### config.mk
export PLATFORM = sky130hd
export DESIGN_NAME = adpll_lock_ctrl
export DESIGN_NICKNAME = d
export VERILOG_FILES = /design/src/rtl/adpll_lock_ctrl.sv
export SDC_FILE = /design/constraint.sdc
export NUM_CORES = 1
export LEC_CHECK = 0
export CORE_MARGIN = 10
export CORE_UTILIZATION = 45
export DETAILED_ROUTE_END_ITERATION = 7
export GPL_TIMING_DRIVEN = 0
export SYNTH_ARGS = -nofsm -noshare
export SYNTH_HDL_FRONTEND = slang
export SYNTH_SLANG_ARGS = --single-unit
### constraint.sdc
create_clock -name clk -period 10.68 [get_ports clk]
set_input_delay 1.602 -clock clk [delete_from_list [all_inputs] [get_ports clk]]
set_output_delay 1.602 -clock clk [all_outputs]
set_load 0.05 [all_outputs]
### src/rtl/adpll_lock_ctrl.sv
// adpll_lock_ctrl: ADPLL acquisition/lock sequencer that evaluates corrections over fixed reference windows
module adpll_lock_ctrl #(
  parameter int WIN          = 16,
  parameter int COARSE_TH    = 4,
  parameter int LOCK_TH      = 1,
  parameter int LOCK_WINS    = 4,
  parameter int UNLOCK_TH    = 4,
  parameter int TIMEOUT_WINS = 64
) (
  input  logic       clk,
  input  logic       rst_n,
  input  logic       enable,
  input  logic       ref_rise,
  input  logic       add_pulse,
  input  logic       sub_pulse,
  output logic       loop_en,
  output logic [1:0] gain_sel,
  output logic       locked,
  output logic       lock_lost,
  output logic       acq_fail,
  output logic [1:0] state
);
  localparam int RW = $clog2(WIN);
  localparam int GW = $clog2(LOCK_WINS + 1);
  localparam int WW = $clog2(TIMEOUT_WINS + 1);
  typedef enum logic [1:0] {IDLE, COARSE, FINE, LOCKED} st_t;
  st_t st, nst;
  logic [RW-1:0] ref_cnt;
  logic [15:0] corr_cnt, c;
  logic [GW-1:0] good_cnt, gn;
  logic [WW-1:0] win_cnt, wn;
  logic corr, we, acq, good, fine_ok, lock_in, lost, tmo;
  assign state = st;
  always_comb begin
    corr = add_pulse | sub_pulse;
    we = ref_rise && ref_cnt == RW'(WIN - 1);
    c = corr_cnt + 16'(corr && corr_cnt != 16'hffff);
    gn = good_cnt + 1'b1;
    wn = win_cnt + 1'b1;
    acq = st == COARSE || st == FINE;
    good = c <= 16'(LOCK_TH);
    fine_ok = c <= 16'(COARSE_TH);
    lock_in = st == FINE && we && good && gn == GW'(LOCK_WINS);
    lost = st == LOCKED && we && c >= 16'(UNLOCK_TH);
    tmo = acq && we && wn == WW'(TIMEOUT_WINS) && !lock_in;
    nst = st;
    if (st == IDLE)
      nst = COARSE;
    else if (lock_in)
      nst = LOCKED;
    else if (tmo || lost || (st == FINE && we && !fine_ok))
      nst = COARSE;
    else if (st == COARSE && we && fine_ok)
      nst = FINE;
  end
  always_ff @(posedge clk) begin
    if (!rst_n || !enable) begin
      st <= IDLE;
      loop_en <= 1'b0;
      gain_sel <= 2'b00;
      locked <= 1'b0;
      lock_lost <= 1'b0;
      acq_fail <= 1'b0;
      ref_cnt <= '0;
      corr_cnt <= '0;
      good_cnt <= '0;
      win_cnt <= '0;
    end else begin
      st <= nst;
      loop_en <= 1'b1;
      gain_sel <= nst == COARSE ? 2'b10 : nst == FINE ? 2'b01 : 2'b00;
      locked <= nst == LOCKED;
      lock_lost <= lost;
      acq_fail <= tmo;
      if (st == IDLE || tmo) begin
        ref_cnt <= '0;
        corr_cnt <= '0;
        good_cnt <= '0;
        win_cnt <= '0;
      end else begin
        ref_cnt <= we ? '0 : ref_cnt + RW'(ref_rise);
        corr_cnt <= we ? '0 : c;
        good_cnt <= we ? (st == FINE && good ? gn : '0) : good_cnt;
        win_cnt <= lock_in || lost ? '0 : we && acq ? wn : win_cnt;
      end
    end
  end
endmodule

==> key figures, run 1 <==
Drt
  • Via density per instance: approximately 5.2
  • DRT antenna net count: 0
  • Detailed Route WL: 3910 um
  • First-pass iteration count of the detailed router: 6
  • Via Count: between 1500 and 2000
  • Initial DRC count: 61
  • Residual DRC: 0
  • Avg WL per Cell: roughly 12 um

Cells and area
  • Fin nets: 280
  • Area of the multi-input gates: between 1000 and 1500 um2
  • Fin cells: roughly 320
  • Register area: ~760 um2
  • Layout area overhead: 14.3%
  • Antenna Cells: 0
  • Layout fillers: 423
  • Fraction of layout cells with a size suffix above 1: 0.0913

Critical path
  • Worst R2R Path Depth: 17
  • Crit path from: sub_pulse
  • Data required, critical path: about 11000 ps
  • Setup crit end kind: flip-flop
  • Worst path cell trace: clkdlybuf4s50_1, nor2_1, a31oi_1, ha_1, ha_1, buf_1, nand3_1, nor3_1, xnor2_1, nand4_4, nor4_4, o21ai_2, nand2b_1, buf_2, nor2_1
  • Critical path startpoint category: primary input
  • Number of buffers and inverters on the critical path: 3
  • Crit Path Category: primary input to flip-flop
  • RR Endpoint: corr_cnt[10]
  • Worst R2R Start: corr_cnt[2]
  • Crit path max-delay family: simple AND/OR/NAND/NOR gates
  • CP max-delay cell: clkdlybuf4s50_1
  • Critical Path AT: 5040 ps
  • Worst stage delay on the critical path: about 450 ps
  • CP max FO: 10
  • FF-to-FF setup slack: between 6000 and 7000 ps

Place
  • Post-Place Cells: around 300
  • DP HPWL: roughly 3000 um
  • Port buffer count: 13
  • GPL Wtd Cong: ~0.8

Min path
  • Hold path start: good_cnt[2]
  • WHS Path Cells: 2
  • Hold crit path type: flip-flop to flip-flop
  • Endpoint of the worst hold path: good_cnt[2]

Timing
  • Fin. max-slew vios: 0
  • Crit share post-route: 0.451
  • Tmin final: ~4800 ps
  • Hold Fails Final Rpt: 0
  • Slew HR: 0.660
  • FMAX: 208 MHz
  • RSZ-0062 raised after global routing: no
  • Setup Viol. Count Final: 0
  • Setup TNS: 0 ps
  • Final Skew: 4.11 ps
  • Worst-margin pin slew: 508 ps
  • Hold Slack: between 500 and 600 ps

Job
  • Max Cap Viol: 0

Clock network
  • Worst-path clk slew: 70 ps
  • CTS root buf: clkbuf_8
  • Postcts setup bufs: 0
  • CTS H-tree depth: 2
  • Num CTS Buffers: 5
  • Worst skew pair latency: a little under 300 ps
  • CTS tree: done
  • Max Buffers Root-to-Sink: 2
  • Post_cts resized: 0
  • Clock sinks: 38
  • CTS Hold Bufs: 0

Die
  • Die Height: slightly below 90 um
  • DIE WIDTH: 88.3 um
  • Core Region: ~4400 um2
  • DIE AREA: 7800 um2
  • Row count: 24
  • Number of placed I/O pins: 14
  • Initial Utilization: 0.473

Logic synthesis
  • Most frequent cells after synthesis: 39 x nor2_1, 38 x dfxtp_1, 16 x nand2_1
  • FFs w/ async S/R, synth: 0
  • Cell variety after synth: 46
  • Register area share after synthesis: 0.362
  • Number of synthesized register bits: 38
  • Post-synth EDFFs: 0
  • Synth top area cells: dfxtp_1 36%, ha_1 7.1%, nor2_1 7.0%
  • Leading area contributor after synthesis: dfxtp_1
  • Post-Syn Area: about 2100 um2
  • Synthesis Warnings: 0
  • Main synth FF type: dfxtp_1
  • Avg Cell Area, Syn: about 8.7 um2
  • Area share of the largest cell type after synthesis: 0.362
  • Syn nets: 260
  • Most frequent cell after synthesis: nor2_1
  • Synth Instances: 242

GRT
  • Largest net degree at the start of global routing: 12
  • Initial antenna violation count: 0
  • First-pass GRT wire length: 6970 um
  • GRT overflow: 0
  • Vias in the first global route: between 1500 and 2000
  • Tot GR Track Use: 0.109

Outcome
  • Status: completed

Pwr
  • Power Dens Cells: 112 nW/um2
  • VDD IR max: roughly 75 uV
  • LEAKAGE: 0.890 nW
==> cell type report <==
cell class / instances / share of cell area
plain buffers: 10 / 0.0239
multi-input cells: 183 / 0.517
flip-flops and latches: 38 / 0.317
clock inverters: 1 / 0.0125
clock buffers: 7 / 0.0318
repair buffers: 13 / 0.0541
well taps: 52 / 0.0271
inverters: 11 / 0.0172
==> stage by stage <==
stage | power, mW | util | cell area (um2) | worst slack [ps]
2_1_floorplan | 0.152 | - | 2100 | 6540
3_3_place_gp | 0.156 | 0.517 | 2300 | 5560
3_5_place_dp | 0.156 | 0.517 | 2300 | 5520
4_1_cts | 0.275 | 0.541 | 2400 | 5830
5_1_grt | 0.280 | 0.541 | 2400 | 5360
6_report | 0.270 | 0.541 | 2400 | 5860
==> worst max path at each step <==
| stage | to | slack, ps | depth (start not counted) |
|---|---|---|---|
| 2_1_floorplan | gain_sel[0] | 6540 | 13 |
| 3_3_place_gp | win_cnt[0] | 5560 | 14 |
| 3_5_place_dp | corr_cnt[10] | 5520 | 15 |
| 4_1_cts | corr_cnt[10] | 5830 | 15 |
| 5_1_grt | win_cnt[2] | 5360 | 14 |
| 6_report | corr_cnt[10] | 5860 | 15 |
==> placed cells by master, fill, tap and decap left out, types with 2 or more instances in the layout <==
cell type and instances:
xnor2_1 10, clkdlybuf4s50_1 13, nand2b_1 2, o21ai_0 8, or3_1 3, inv_1 11, buf_4 4, nor4_1 3
nor2_1 39, nand4_1 9, nand4_4 2, ha_1 12, nor3_1 8, and2_1 4, nand3_1 15, a21oi_1 5
nand2_1 16, and3_1 5, xor2_1 14, mux2i_1 2, nor4b_1 2, and4_1 3, clkbuf_8 5, a31oi_1 2
buf_2 3, dfxtp_1 38, clkbuf_1 3
==> flip-flops by register name (all words and copies together), names as in the netlist <==
name and cells:
gain_sel 2, state 2, win_cnt 7, lock_lost 1
loop_en 1, good_cnt 3, corr_cnt 16, locked 1
acq_fail 1, ref_cnt 4
==> where the power goes <==
| part | total (mW) | leakage [nW] | internal [mW] | switching, mW |
|---|---|---|---|---|
| registers | 0.143 | 0.307 | 0.142 | 0.000421 |
| logic | 0.0102 | 0.531 | 0.00417 | 0.00605 |
| clock network | 0.117 | 0.0524 | 0.0698 | 0.0475 |
| total | 0.270 | 0.890 | 0.216 | 0.0539 |
==> cell families after synthesis <==
| logic type | Yosys count | share of synthesized area |
|---|---|---|
| AOI/OAI and AO/OA | 27 | 0.101 |
| xor gates and xnor gates | 24 | 0.100 |
| adders and majority gates | 12 | 0.0714 |
| buffers and inverters | 21 | 0.0470 |
| DFF | 38 | 0.362 |
| muxes | 2 | 0.00952 |
| and+or+nand+nor | 118 | 0.310 |
==> worst min-delay path: stages, from the launching register on <==
cell     delay (ps)
dfxtp_1         330
o21ai_0          70
a21oi_1          60
==> per-layer routing <==
metal  GRT usage  wire length [um]  vias to the layer above
li1            -                 -                      884
met1       0.148              2070                      727
met2       0.165              1660                       26
met3      0.0276               145                        5
met4      0.0352                39                        0
met5           0                 0                        -
Power figures use the tool's default switching activity.
==> run 2: changes to the inputs <==
==> constraint.sdc (replaced) <==
create_clock -name clk -period 5 [get_ports clk]
set_input_delay 0.75 -clock clk [delete_from_list [all_inputs] [get_ports clk]]
set_output_delay 0.75 -clock clk [all_outputs]
set_load 0.05 [all_outputs]
==> results of run 2 <==
The final DEF is identical to that of run 1. Status: completed.
Among the figures that moved: setup slack after placement 5520 ps -> 695 ps; setup slack after layout 5860 ps -> 927 ps; start point of the critical path sub_pulse -> corr_cnt[2]; register-to-register setup slack 6610 ps -> 930 ps; total power 0.270 mW -> 0.577 mW; worst IR drop on VDD 74.7 uV -> 160 uV
